==> config.mk <==
export PLATFORM = sky130hd
export DESIGN_NAME = ram_arbiter
export DESIGN_NICKNAME = d
export VERILOG_FILES = /design/src/rtl/ram_arbiter.sv
export SDC_FILE = /design/constraint.sdc
export NUM_CORES = 1
export LEC_CHECK = 0
export ABC_CLOCK_PERIOD_IN_PS = 2800
export CAP_MARGIN = 40
export CORE_AREA = 2 2 118 120
export CTS_BUF_LIST = sky130_fd_sc_hd__clkbuf_2
export DETAILED_ROUTE_END_ITERATION = 6
export DIE_AREA = 0 0 120 122
export HOLD_SLACK_MARGIN = 0.12
export PLACE_DENSITY = 0.61
export SLEW_MARGIN = 15
export SYNTH_ARGS = -nofsm -noshare
export SYNTH_HDL_FRONTEND = slang
export SYNTH_SLANG_ARGS = --single-unit
==> constraint.sdc <==
create_clock -name clk -period 2.8 [get_ports clk]
set_input_delay 0.7 -clock clk [delete_from_list [all_inputs] [get_ports clk]]
set_output_delay 0.7 -clock clk [all_outputs]
set_load 0.005 [all_outputs]
==> src/rtl/ram_arbiter.sv <==
// Round-robin arbiter/sequencer for two requesters in front of a single-port synchronous RAM.
// One access per cycle; read data returns exactly one cycle after the read grant.
module ram_arbiter #(
   parameter int WIDTH      = 32,
   parameter int ADDR_WIDTH = 32
) (
   input  logic                  clk,
   input  logic                  res,
   input  logic                  m0_req,
   input  logic                  m0_we,
   input  logic [ADDR_WIDTH-1:0] m0_addr,
   input  logic [WIDTH-1:0]      m0_wdata,
   output logic                  m0_gnt,
   output logic                  m0_rvalid,
   output logic [WIDTH-1:0]      m0_rdata,
   input  logic                  m1_req,
   input  logic                  m1_we,
   input  logic [ADDR_WIDTH-1:0] m1_addr,
   input  logic [WIDTH-1:0]      m1_wdata,
   output logic                  m1_gnt,
   output logic                  m1_rvalid,
   output logic [WIDTH-1:0]      m1_rdata,
   output logic                  ram_re,
   output logic                  ram_we,
   output logic [ADDR_WIDTH-1:0] ram_addr,
   output logic [WIDTH-1:0]      ram_din,
   input  logic [WIDTH-1:0]      ram_dout
);

   logic rd_pend_q, rd_pend_d;
   logic rd_owner_q, rd_owner_d;
   logic last_gnt_q, last_gnt_d;
   logic gnt0, gnt1, any_gnt, sel_we;

   always_ff @(posedge clk or negedge res) begin
      if (!res) begin
         rd_pend_q  <= 1'b0;
         rd_owner_q <= 1'b0;
         last_gnt_q <= 1'b1;
      end else begin
         rd_pend_q  <= rd_pend_d;
         rd_owner_q <= rd_owner_d;
         last_gnt_q <= last_gnt_d;
      end
   end

   always_comb begin
      // Gating with res forces every handshake output low while reset is held.
      gnt0     = res & m0_req & (~m1_req | last_gnt_q);
      gnt1     = res & m1_req & (~m0_req | ~last_gnt_q);
      any_gnt  = gnt0 | gnt1;
      sel_we   = gnt1 ? m1_we : m0_we;

      ram_addr = '0;
      ram_din  = '0;
      if (gnt0) begin
         ram_addr = m0_addr;
         ram_din  = m0_we ? m0_wdata : '0;
      end else if (gnt1) begin
         ram_addr = m1_addr;
         ram_din  = m1_we ? m1_wdata : '0;
      end
      ram_we = any_gnt & sel_we;
      ram_re = any_gnt & ~sel_we;

      m0_gnt    = gnt0;
      m1_gnt    = gnt1;
      m0_rvalid = res & rd_pend_q & ~rd_owner_q;
      m1_rvalid = res & rd_pend_q & rd_owner_q;
      m0_rdata  = ram_dout;
      m1_rdata  = ram_dout;

      last_gnt_d = any_gnt ? gnt1 : last_gnt_q;
      rd_pend_d  = any_gnt & ~sel_we;
      rd_owner_d = rd_pend_d ? gnt1 : rd_owner_q;
   end

endmodule

* Yosys cells after proc, flatten, opt, wreduce, memory -nomap -nowiden
Index checks and enable logic that the tools add are counted.
Storage, ports and cells: register bits after elaboration 3, bits in latches 0, memory bits (writable) 0, ROM bits 0, bits of input ports 166, memories kept 0
Cells by class: add/sub/neg operators 0, $mul 0, div/mod/pow operators 0, $lt $le $gt $ge 0, eq/ne operators 0, shifts and indexed selects 0, mux-type cells 7, bitwise gates (word level) 17, reductions and logical operators 0
Operator list (number):
- $mux 32 | 6
- $and 1x1->1 | 9
- $not 1->1 | 5
- $or 1x1->1 | 3
- $mux 1 | 1

* Logic depth before layout (Yosys ltp)
Gate-level depths: netlist (run 1).
depth after elaboration 6, gate-level depth with buffers 4, gate-level depth less buffers 3

* Worst setup path before layout (run 1)
Ideal clock, no wire load.
path type input -> output, start input m1_req, end output ram_din[10], arrival time 1511 ps, required time 2100 ps, path slack 589 ps, cell stages on the path 4, path buffers 1, cells stage by stage and2b_1 > nor3b_4 > buf_6 > a22o_1
Between the ends: word-level cells in the longest chain between the ends 4, elaborated cells on any way between the ends 7, those cells by class 2 x mux; 5 x bitwise
RTL lines:
- start, declared | RTL line 16 | input logic m1_req,
- $and 1x1->1 or $not 1->1 (tied branches) | RTL line 50, 49
- $and 1x1->1 or $or 1x1->1 (tied branches) | RTL line 50, 49
- $mux 32 or $and 1x1->1 (tied branches) | RTL line 59, 49
- $mux 32 * | RTL line 56 | if (gnt0) begin
- end, declared | RTL line 26 | output logic [WIDTH-1:0] ram_din,
Mark *: on every way between the ends. The rest lies on a longest branch, timed or not.

* Worst setup path in the final report (run 1)
start input m1_req, end output m0_gnt
Between the ends: word-level cells in the longest chain between the ends 3
RTL lines:
- $not 1->1 | RTL line 49 | gnt0 = res & m0_req & (~m1_req | last_gnt_q);
- $or 1x1->1 | RTL line 49
- $and 1x1->1 | RTL line 49
- end, declared | RTL line 13 | output logic m0_gnt,
No other way between the ends.

==> results of run 1 <==
-- final cells by class --
cell class                 instances  area (µm²)  share of cell area (%)
clock buffer                       4        20.0                   0.568
multi-input combinational         84         743                    21.1
sequential                         3        76.3                    2.16
tap                              180         225                    6.39
timing repair buffer             243        2460                    69.8
-- kinds of logic after synthesis --
logic type	synth area share, %
flip-flops	5.61
AO/OA/AOI/OAI	43.6
AND/OR/NAND/NOR	9.19
buffers and inverters	41.6
-- placed cells by master (no fill, tap or decap), types with 2 or more instances in the layout --
| master | netlist | layout |
|---|---|---|
| clkbuf_2 | 0 | 5 |
| clkdlybuf4s15_1 | 0 | 5 |
| buf_4 | 67 | 24 |
| buf_6 | 3 | 5 |
| a22o_1 | 65 | 65 |
| dlygate4sd2_1 | 0 | 52 |
| dlymetal6s2s_1 | 0 | 9 |
| nand3b_1 | 2 | 2 |
| clkbuf_16 | 0 | 2 |
| buf_2 | 6 | 4 |
| clkdlybuf4s50_1 | 0 | 132 |
| buf_12 | 0 | 5 |
| nor3b_4 | 2 | 3 |
| buf_16 | 0 | 4 |
| dfrtp_1 | 2 | 2 |
-- worst max-delay path, cell delays in order --
cell	delay [ps]
buf_2	130
and2b_2	230
buf_4	140
nor2_4	130
buf_12	130
buf_4	100
clkdlybuf4s50_1	480
-- metal layers --
layer,share of wire (%),vias up
met5,0,-
met4,1.3,0
met3,12,16
met2,52,170
met1,34,910
li1,-,900
-- worst min-delay path by stage --
| stage | from | end | cells after the start |
|---|---|---|---|
| after floorplan | res | rd_owner_q | 0 |
| after global placement | rd_owner_q | rd_owner_q | 1 |
| after detailed placement | rd_owner_q | rd_owner_q | 1 |
| after CTS | res | rd_pend_q | 2 |
| after global routing | res | rd_owner_q | 2 |
| final | res | rd_pend_q | 2 |
-- flip-flops by register name, indices dropped and copies added, names as in the netlist --
name and flops:
last_gnt_q 1, rd_pend_q 1, rd_owner_q 1
-- power by group --
group	leakage (µW)	internal (µW)	switching, µW	total (µW)
sequential	0.0000355	52.9	5.30	58.2
clock	0.0000166	37.7	23.0	60.7
combinational	0.00168	356	157	513
total	0.00173	447	185	632
-- what timing repair did --
| item | 4_1_cts | 5_1_grt |
|---|---|---|
| setup buffers | 10 | 12 |
| setup endpoints to repair | 70 | 17 |
| gates cloned | 4 | 2 |
| gates resized for setup | 86 | 19 |
| pin swaps | 11 | 4 |
| endpoints found under the hold margin | 0 | 0 |
-- through the flow --
step	hold WS (ps)	setup slack (ps)	area (µm²)	total power [µW]	setup TNS (ps)
3_5_place_dp	548	-516	3190	546	-25240
4_1_cts	456	-99.7	3350	612	-503
6_report	471	38.4	3530	632	0
5_1_grt	471	-29.3	3530	679	-35.8
3_3_place_gp	552	-480	3190	541	-23600
2_1_floorplan	404	589	1360	259	0
==> results.tsv, run 1 <==
metric	value	unit
status	completed	
ctsRootBufferMaster	clkbuf_2	
io_pins	300	
relSlewSlack	84.8	%
clk_latency	200	ps
syn_avg_cell_area	8.35	µm²
synth.cell_area	0.00136	mm²
core	0.0135	mm²
cts.htree.levels	1	
fin_crit_sh	98.6	%
dp.cells	482	
synth.most_common_cell	buf_4	
grt_setup_unrepaired	true	
cts_tree	yes	
vias	1996	
diodes	0	
drc	0	
hold_violations	0	
nets	501	
synthTopCellsByCount	67 x buf_4, 65 x a22o_1, 6 x buf_2	
wirelength	8120	µm
ir_worst_vdd	110	µV
fp-row-count	43	
r2r-end	rd_pend_q	
ys_warn_count	0	
fillers	1459	
wl_per_cell	15.8	µm
crit_type	input pin to output pin	
cp_max_fo	5	
use_met2	18.1	%
clock_sinks	3	
synthFlopType	dfrtp_1	
gr-total-overflow	0	
fmax	0.362	GHz
worst-r2r-setup-slack	1450	ps
gp_congestion	0.706	
ctsHoldBuffers	0	
track_usage	9.44	%
synth_edf_count	0	
yosys-top-cells-area	a22o_1 42%, buf_4 37%, dfrtp_1 3.7%	
pwr_density_cell	179	mW/mm²
crit_start	m1_req	
async_flop_share	100	%
drive_gt1_share	17.7	%
grt-busiest-layer	met2	
worstPathArrival	2060	ps
ys_seq_area_share	5.61	%
ant_nets	0	
period_needed	2760	ps
yosysTopAreaCell	a22o_1	
slew_viol_final	0	
die-area	0.0146	mm²
start_kind	input pin	
syn_nets	329	
antenna_found_initial	0	
use_met1	9.40	%
timing.rr.start	last_gnt_q	
setup_viol	0	
worstRegToRegCells	4	
drtPass1Iterations	4	
critPathCaptureType	output pin	
die_y	122	µm
fin_cells	514	
grt_pass1_vias	2092	
clk_pin_slew	40	ps
ys_ff_latch	3	
worst_pin_slew	227	ps
grt_pass1_wl	10700	µm
grt_max_degree	34	
clk_path_buf_depth	2	
synthDistinctLibCells	20	
use_met3	3.93	%
numCtsBuffers	3	
drt_iter0_drc	27	
p_leak	0.00173	µW
initial_core_util	10.1	%
cp-endpoint	m0_gnt	
syn-instance-count	163	
die_w	120	µm
finalClockSkew	3.13	ps
dp_hpwl	6030	µm
critPathRequiredTime	2100	ps
postLayoutCoreUtil	26.1	%
maxCapViolations	0	
io_buffers	203	
area_growth	159	%
hp-class	input pin to async pin	
synth_top_cell_area_share	41.8	%
viasPerCell	3.88	
(Power assumes the default switching activity.)
==> inputs of run 2 (changes only) <==
CELL_PAD_IN_SITES_DETAIL_PLACEMENT = 1   (was unset)
CELL_PAD_IN_SITES_GLOBAL_PLACEMENT = 2   (was unset)
CORE_AREA = unset   (was 2 2 118 120)
CORE_UTILIZATION = 10   (was unset)
DIE_AREA = unset   (was 0 0 120 122)
PLACE_DENSITY = 0.95   (was 0.61)
SLEW_MARGIN = unset   (was 15)
==> run 2 against run 1 <==
  * The run now ends with setup timing left
  * Worst setup slack worse by 41 ps
  * Flip-flop and latch count unchanged
  * Die area down 3.8%
  * Critical path depth down 1
  * Final cell count down 3.5%
  * Non-clock buffer count down 14
  * Clock skew up 18 ps
  * Global-route usage up 0.72 points
  * Clock power up 11%
  * Via count down 3.9%
  * First-iteration DRC count up 41%
  * Wire length down 4.2%
  * Critical path type unchanged
==> results.tsv, run 2 (synthesis results as in run 1) <==
metric	value	unit
status	finished, violations left	
violations	setup timing	
grt_pass1_wl	11100	µm
setup_ws	-2.84	ps
wirelength	7780	µm
ctsHoldBuffers	0	
slew_viol_final	0	
core	0.0132	mm²
clk_latency	230	ps
track_usage	10.2	%
hp-class	input pin to async pin	
setup_viol	1	
relSlewSlack	85.1	%
drc	0	
gp_congestion	0.807	
fmax	0.357	GHz
ant_nets	0	
hold_violations	0	
pwr_density_cell	183	mW/mm²
initial_core_util	10.3	%
viasPerCell	3.87	
period_needed	2800	ps
maxCapViolations	0	
die_w	119	µm
crit_slowest_cell	clkdlybuf4s50_1	
gr-total-overflow	0	
fillers	1569	
start_kind	input pin	
grt_pass1_vias	2087	
clock_sinks	3	
die-area	0.0141	mm²
grt_max_degree	34	
fp-row-count	42	
cp_slowest_stage_delay	520	ps
drive_gt1_share	14.7	%
r2r-end	rd_pend_q	
cts.htree.levels	1	
placedInstanceArea	0.00319	mm²
hold_ws	531	ps
layout_commonest_cell	clkdlybuf4s50_1	
worst_pin_slew	223	ps
drt_iter0_drc	38	
postLayoutCoreUtil	25.5	%
critPathRequiredTime	2100	ps
cp_cell_sequence	clkdlybuf4s15_2 > and2_4 > nor2_4 > buf_12 > a22o_1 > clkdlybuf4s50_1	
diodes	0	
fin_crit_sh	100	%
wl_per_cell	15.7	µm
numCtsBuffers	3	
ir_worst_vdd	64.5	µV
area_growth	148	%
timing.rr.start	last_gnt_q	
io_pins	300	
design_area	0.00337	mm²
cp_max_fo	33	
clk_pin_slew	70	ps
final_cell_mix	146 x clkdlybuf4s50_1, 65 x a22o_1, 35 x dlygate4sd2_1	
finalClockSkew	20.8	ps
worstPathArrival	2100	ps
nets	487	
drtPass1Iterations	4	
vias	1918	
die_y	119	µm
grt_setup_unrepaired	true	
worst-r2r-setup-slack	1360	ps
antenna_found_initial	0	
io_buffers	203	
ctsRootBufferMaster	clkbuf_2	
cpLargestDelayFamily	buffers and inverters	
clk_path_buf_depth	2	
cts_tree	yes	
top_regs	last_gnt_q x1, rd_owner_q x1, rd_pend_q x1	
p_leak	0.00164	µW
dp_hpwl	6260	µm
finalPower	617	µW
crit_type	input pin to output pin	
path_buf_inv	3	
critPathCaptureType	output pin	
worstRegToRegCells	5	
## run 2: cell count changes in the layout (fill, tap and decap cells not counted), sizes merged
| cell | previous run | this run |
|---|---|---|
| buf | 42 | 29 |
| dlymetal6s2s | 9 | 14 |
| dlygate4sd2 | 52 | 35 |
| clkdlybuf4s15 | 5 | 4 |
| clkbuf | 7 | 5 |
| clkdlybuf4s50 | 132 | 146 |
## run 2: stage by stage
stage	TNS (ps)	cells	setup WS, ps
3_5_place_dp	-25690	478	-478
3_3_place_gp	-23020	478	-428
2_1_floorplan	0	163	589
6_report	-2.84	496	-2.84
4_1_cts	-69.9	494	-23.4
5_1_grt	-230	496	-63.1
## run 2: power by group
group	internal [µW]	leakage (µW)	switching [µW]	total, µW
Combinational	341	0.00158	150	491
Clock	37.7	0.0000166	29.6	67.3
Sequential	52.8	0.0000355	5.60	58.4
Total	432	0.00164	185	617
## run 2: repair_timing
| action | CTS | global route |
|---|---|---|
| resized for setup | 67 | 20 |
| setup endpoints to repair | 70 | 36 |
| pin swaps | 13 | 8 |
| gates cloned | 2 | 0 |
| buffers inserted | 10 | 2 |
## run 2: per-layer routing
layer / share of wire (%) / wire length (µm) / track usage, %
met4: 1.1 / 89 / 2.29
met5: 0 / 0 / 0
met1: 32 / 2460 / 8.57
met3: 11 / 823 / 3.14
met2: 57 / 4410 / 22.1
## run 2: layout make-up
class / count / area (µm²) / share of cell area, %
well taps: 176 / 220 / 6.53
clock buffers: 4 / 20.0 / 0.593
flip-flops and latches: 3 / 76.3 / 2.26
multi-input cells: 84 / 747 / 22.1
repair buffers: 229 / 2310 / 68.5
## run 2: worst max-delay path by stage
| stage | startpoint | end | slack [ps] | cells past startpoint |
|---|---|---|---|---|
| detailed placement | m1_req | ram_din[31] | -480 | 6 |
| floorplan | m1_req | ram_din[10] | 590 | 4 |
| global route | m0_req | ram_addr[13] | -60 | 6 |
| finish | m0_req | ram_addr[13] | -3 | 6 |
| global placement | m1_req | ram_din[31] | -430 | 6 |
| CTS | m1_req | ram_addr[9] | -20 | 6 |
## run 2: worst reg2reg max path, delay by kind of cell (launching register included)
kind	cells	cell delay [ps]
buffers and inverters	2	260
AOI/OAI and AO/OA	1	140
and+or+nand+nor	2	440
DFF	1	530
==> inputs of run 3 (changes only) <==
ABC_CLOCK_PERIOD_IN_PS = 3300   (was 2800)
clock period = 3.3 ns   (was 2.8 ns; I/O delays follow)
==> run 3 against run 2 <==
  * The flow now finishes without violations
  * Wire length increased by 0.80%
  * Total power decreased by 15%
  * Clock power decreased by 18%
  * Non-clock buffer count decreased by 1
  * Die area unchanged
  * Hold slack improved by 36 ps
  * First-iteration DRC count decreased by 34%
  * Register-to-register slack improved by 500 ps
  * Sequential power decreased by 16%
  * Clock skew decreased by 17 ps
  * Largest cell class unchanged
  * Largest power group unchanged
==> results.tsv, run 3 (synthesis results as in run 1) <==
metric	value	unit
critPathCaptureType	output pin	
grt_pass1_vias	2051	
drt_iter0_drc	25	
maxCapViolations	0	
fmax	0.308	GHz
hold_violations	0	
antenna_found_initial	0	
ir_worst_vdd	49.4	µV
layout_commonest_cell	clkdlybuf4s50_1	
area_growth	146	%
design_area	0.00335	mm²
multi_input_area	719	µm²
clk_pin_slew	50	ps
track_usage	9.97	%
die_y	119	µm
gr-total-overflow	0	
wirelength	7850	µm
grt_max_degree	34	
grt_pass1_wl	11000	µm
clock_sinks	3	
die_w	119	µm
nets	486	
cts.htree.levels	1	
cp_max_fo	15	
fin_crit_sh	98.4	%
diodes	0	
ctsHoldBuffers	0	
relSlewSlack	83.1	%
crit_type	input pin to output pin	
dp_hpwl	6240	µm
fp-row-count	42	
pwr_density_cell	157	mW/mm²
final_cell_mix	176 x clkdlybuf4s50_1, 65 x a22o_1, 18 x buf_4	
worstPathArrival	2420	ps
viasPerCell	3.85	
postLayoutCoreUtil	25.3	%
fillers	1573	
worst-r2r-setup-slack	1860	ps
clk_path_buf_depth	2	
status	completed	
whs_path_depth	1	
gp_congestion	0.812	
die-area	0.0141	mm²
ant_nets	0	
p_leak	0.00149	µW
regArea	76.3	µm²
worstRegToRegCells	4	
hp-class	flop to flop	
slew_viol_final	0	
core	0.0132	mm²
drive_gt1_share	11.9	%
finalClockSkew	3.78	ps
placedInstanceArea	0.00318	mm²
start_kind	input pin	
worst_pin_slew	254	ps
clk_latency	220	ps
initial_core_util	10.3	%
numCtsBuffers	3	
critPathRequiredTime	2470	ps
period_needed	3250	ps
top_regs	last_gnt_q x1, rd_owner_q x1, rd_pend_q x1	
io_buffers	203	
cts_tree	yes	
vias	1906	
ctsRootBufferMaster	clkbuf_2	
wl_per_cell	15.9	µm
io_pins	300	
drtPass1Iterations	4	
hold_ws	568	ps
drc	0	
setup_viol	0	
-- run 3: layout make-up --
| class | count | area share, % |
|---|---|---|
| Clock buffer | 4 | 0.598 |
| Multi-Input combinational cell | 84 | 21.5 |
| Sequential cell | 3 | 2.28 |
| Tap cell | 176 | 6.58 |
| Timing Repair Buffer | 228 | 69.0 |
-- run 3: where the power goes --
group          internal (µW)  leakage (µW)  total (µW)  switching, µW
Clock                   32.0     0.0000166        54.9           22.9
Sequential              44.8     0.0000355        48.9           4.08
Combinational            298       0.00143         422            125
Total                    374       0.00149         526            152
-- run 3: what timing repair did --
item,4_1_cts,5_1_grt
gates cloned,1,1
setup buffers,6,6
pin swaps,8,1
resized for setup,18,14
endpoints found under the setup margin,66,27
-- run 3: critical path, cell delays in order --
cell,delay (ps)
clkdlybuf4s50_1,500
nor3b_4,250
buf_12,180
a22o_1,160
clkdlybuf4s50_1,500
-- run 3: final timing paths --
check,start,end
worst max-delay path,m1_we,ram_din[9]
worst min-delay path,last_gnt_q,last_gnt_q
worst max register to register,last_gnt_q,rd_pend_q
worst min register to register,last_gnt_q,last_gnt_q
max in group asynchronous,res,last_gnt_q
min in group asynchronous,res,rd_pend_q
-- run 3: per-stage QoR --
step	TNS (ps)	std cells	power [µW]	worst slack, ps
2_1_floorplan	0	163	219	839
3_3_place_gp	-6130	477	457	-177
6_report	0	495	526	53.4
4_1_cts	-623	488	527	-48.8
5_1_grt	-5.29	495	558	-5.29
3_5_place_dp	-9680	477	464	-233
-- run 3: routing by layer --
metal / global-route usage, % / part of all wire [%] / vias to the layer above
li1: - / - / 866
met1: 8.91 / 32 / 852
met2: 21.2 / 57 / 172
met3: 2.70 / 9.7 / 16
met4: 2.61 / 1.6 / 0
met5: 0 / 0 / -
==> patch (flow settings as in run 2) <==
`ADDR_WIDTH`: 32 -> 40.
--- a/src/rtl/ram_arbiter.sv
+++ b/src/rtl/ram_arbiter.sv
@@ -3,5 +3,5 @@
 module ram_arbiter #(
    parameter int WIDTH      = 32,
-   parameter int ADDR_WIDTH = 32
+   parameter int ADDR_WIDTH = 40
 ) (
    input  logic                  clk,
Interface: changed (resized m0_addr, m1_addr and ram_addr); port bits go from 300 to 324. The function was not compared with the original's and may differ.
==> patch against run 2 <==
Utilization up 2.2 points. Total power up 20%. Sequential share of layout area down 0.36 points. Critical endpoint is now ram_addr[36]. Sequential cell count unchanged. Cell area up 19%. Via count up 15%. Maximum frequency up 1.7%. Worst setup slack better by 46 ps. Wire length up 30%. Critical path type unchanged. Global-route usage up 1.9 points. Synthesized area up 8.9%. Critical path depth up 2. Clock skew down 17 ps. Count of clock-buffer cells in the layout unchanged.
==> patch: results (changes against run 2) <==
maximum_number_of_pins_on_one_net_before_global_route_repair: 17  # was 34
worstSkewPairLatency_ps: 200  # was 230 ps
dpl_worst_slack_ps: -491  # was -478 ps
cell_internal_pwr_uw: 520  # was 432 uW
drive_above_1_share_pct: 25.6  # was 14.7%
fin_skew_ps: 3.88  # was 20.8 ps
synth_compound_gate_area_share_pct: 46.7  # was 43.6%
critical_path.max_fanout: 5  # was 33
grt_pass1_vias: 2411  # was 2087
post_cts_resize_count: 114  # was 67
cts_inserted_buffers: 3  # unchanged
syn_inst: 173  # was 163
post_syn_nets: 355  # was 329
worst_reg_to_reg_path_cell_count: 4  # was 5
tightest_slew_ps: 187  # was 223 ps
power_leakage_nw: 1.84  # was 1.64 nW
synth-seq-area-share_pct: 5.15  # was 5.61%
synth.cells.most_frequent: "sky130_fd_sc_hd__buf_4 (64), sky130_fd_sc_hd__a22o_1 (50), sky130_fd_sc_hd__a22o_2 (23)"  # was sky130_fd_sc_hd__buf_4 (67), sky130_fd_sc_hd__a22o_1 (65), sky130_fd_sc_hd__buf_2 (6)
numnets_final: 558  # was 487
worst_ep_arrival_time_ps: 2060  # was 2100 ps
first_iter_violations: 24  # was 38
hold_path_class: "in2async"  # unchanged
cts_max_path_buffers: 2  # unchanged
wirelength_um: 10100  # was 7780 um
status: "complete, no violations"  # was finished with violations
clock_transition_time_at_the_flip_flop_clock_pins_of_the_worst_setup_and_hold_paths_ps: 40  # was 70 ps
wl_per_cell_um: 18.1  # was 15.7 um
dr_wl_met3_um: 1220  # was 823 um
power.ir.vdd_worst_v: 0.0000568  # was 0.0000645 V
route.met2.wl_um: 5510  # was 4410 um
dp.cells: 520  # was 478
synth_top_flop_cell: "sky130_fd_sc_hd__dfrtp_1"  # unchanged
gp_congestion: 0.709  # was 0.807
route.vias.total: 2204  # was 1918
route.layer.met1.wl_um: 3230  # was 2460 um
post-cts-setup-buffer-count: 28  # was 10
detailedPlacementHpwl_um: 7210  # was 6260 um
synth.distinct_cells: 21  # was 20
synth-async-reset-ratio_pct: 100  # unchanged
h_tree_depth: 1  # unchanged
groute.usage.overall_pct: 12.1  # was 10.2%
reg2reg_setup_slack_ps: 1400  # was 1360 ps
post_synth_main_area_contributors: "sky130_fd_sc_hd__buf_4 (32%), sky130_fd_sc_hd__a22o_1 (30%), sky130_fd_sc_hd__a22o_2 (16%)"  # was sky130_fd_sc_hd__a22o_1 (42%), sky130_fd_sc_hd__buf_4 (37%), sky130_fd_sc_hd__dfrtp_1 (3.7%)
grt_pass1_wl_um: 13400  # was 11100 um
numPortBuffers: 227  # was 203
==> patch: cell count changes in the layout (fill, tap and decap cells not counted), moves of 3 or more <==
cell and delta:
sky130_fd_sc_hd__bufbuf_16 +3, sky130_fd_sc_hd__clkdlybuf4s15_1 +10, sky130_fd_sc_hd__dlymetal6s2s_1 -14, sky130_fd_sc_hd__dlygate4sd2_1 +25, sky130_fd_sc_hd__buf_4 +9, sky130_fd_sc_hd__buf_6 +6
sky130_fd_sc_hd__a22o_2 +23, sky130_fd_sc_hd__buf_16 +3, sky130_fd_sc_hd__a22o_1 -15
==> patch: worst max path at each step <==
stage,from,end,slack (ps),cells after the start
2_1_floorplan,m1_req,ram_din[10],590,4
3_3_place_gp,m0_req,ram_addr[36],-440,6
3_5_place_dp,m1_req,ram_din[19],-490,6
4_1_cts,m0_req,ram_addr[36],0.8,8
5_1_grt,res,ram_addr[36],-20,8
6_report,res,ram_addr[36],40,8
==> patch: final cells by class <==
| class | count | area [um^2] |
|---|---|---|
| Fill cell | 1671 | 10500 |
| Timing Repair Buffer | 276 | 2830 |
| Multi-Input combinational cell | 92 | 847 |
| Tap cell | 184 | 230 |
| Sequential cell | 3 | 76.3 |
| Clock buffer | 4 | 20.0 |
==> patch: worst max-delay path: stages <==
cell and delay (ps):
sky130_fd_sc_hd__clkdlybuf4s15_2 220, sky130_fd_sc_hd__nand2_2 140, sky130_fd_sc_hd__nor2_4 70, sky130_fd_sc_hd__buf_4 130
sky130_fd_sc_hd__buf_4 130, sky130_fd_sc_hd__buf_12 130, sky130_fd_sc_hd__a22o_1 240, sky130_fd_sc_hd__dlygate4sd2_1 280
==> patch: power groups by stage <==
| stage | Sequential (mW) | Combinational (mW) | Clock [mW] |
|---|---|---|---|
| 2_1_floorplan | 0.0566 | 0.222 | 0 |
| 3_3_place_gp | 0.0579 | 0.556 | 0 |
| 3_5_place_dp | 0.0584 | 0.564 | 0 |
| 4_1_cts | 0.0582 | 0.638 | 0.0648 |
| 5_1_grt | 0.0587 | 0.667 | 0.0649 |
| 6_report | 0.0580 | 0.624 | 0.0594 |
==> patch: metal layers <==
metal | global-route usage, % | vias up
li1 | - | 1008
met1 | 11.0 | 1003
met2 | 25.1 | 178
met3 | 3.94 | 15
met4 | 2.71 | 0
met5 | 0 | -
==> patch: cell families after synthesis <==
| group | after synthesis |
|---|---|
| buffers and inverters | 78 |
| AOI/OAI and AO/OA | 76 |
| and+or+nand+nor | 16 |
| DFF | 3 |
==> patch: stage by stage <==
step | cell area, um^2 | hold WS [ps]
after floorplan | 1480 | 404
after global placement | 3560 | 564
after detailed placement | 3560 | 579
after CTS | 4050 | 531
after global routing | 4010 | 556
final | 4010 | 556
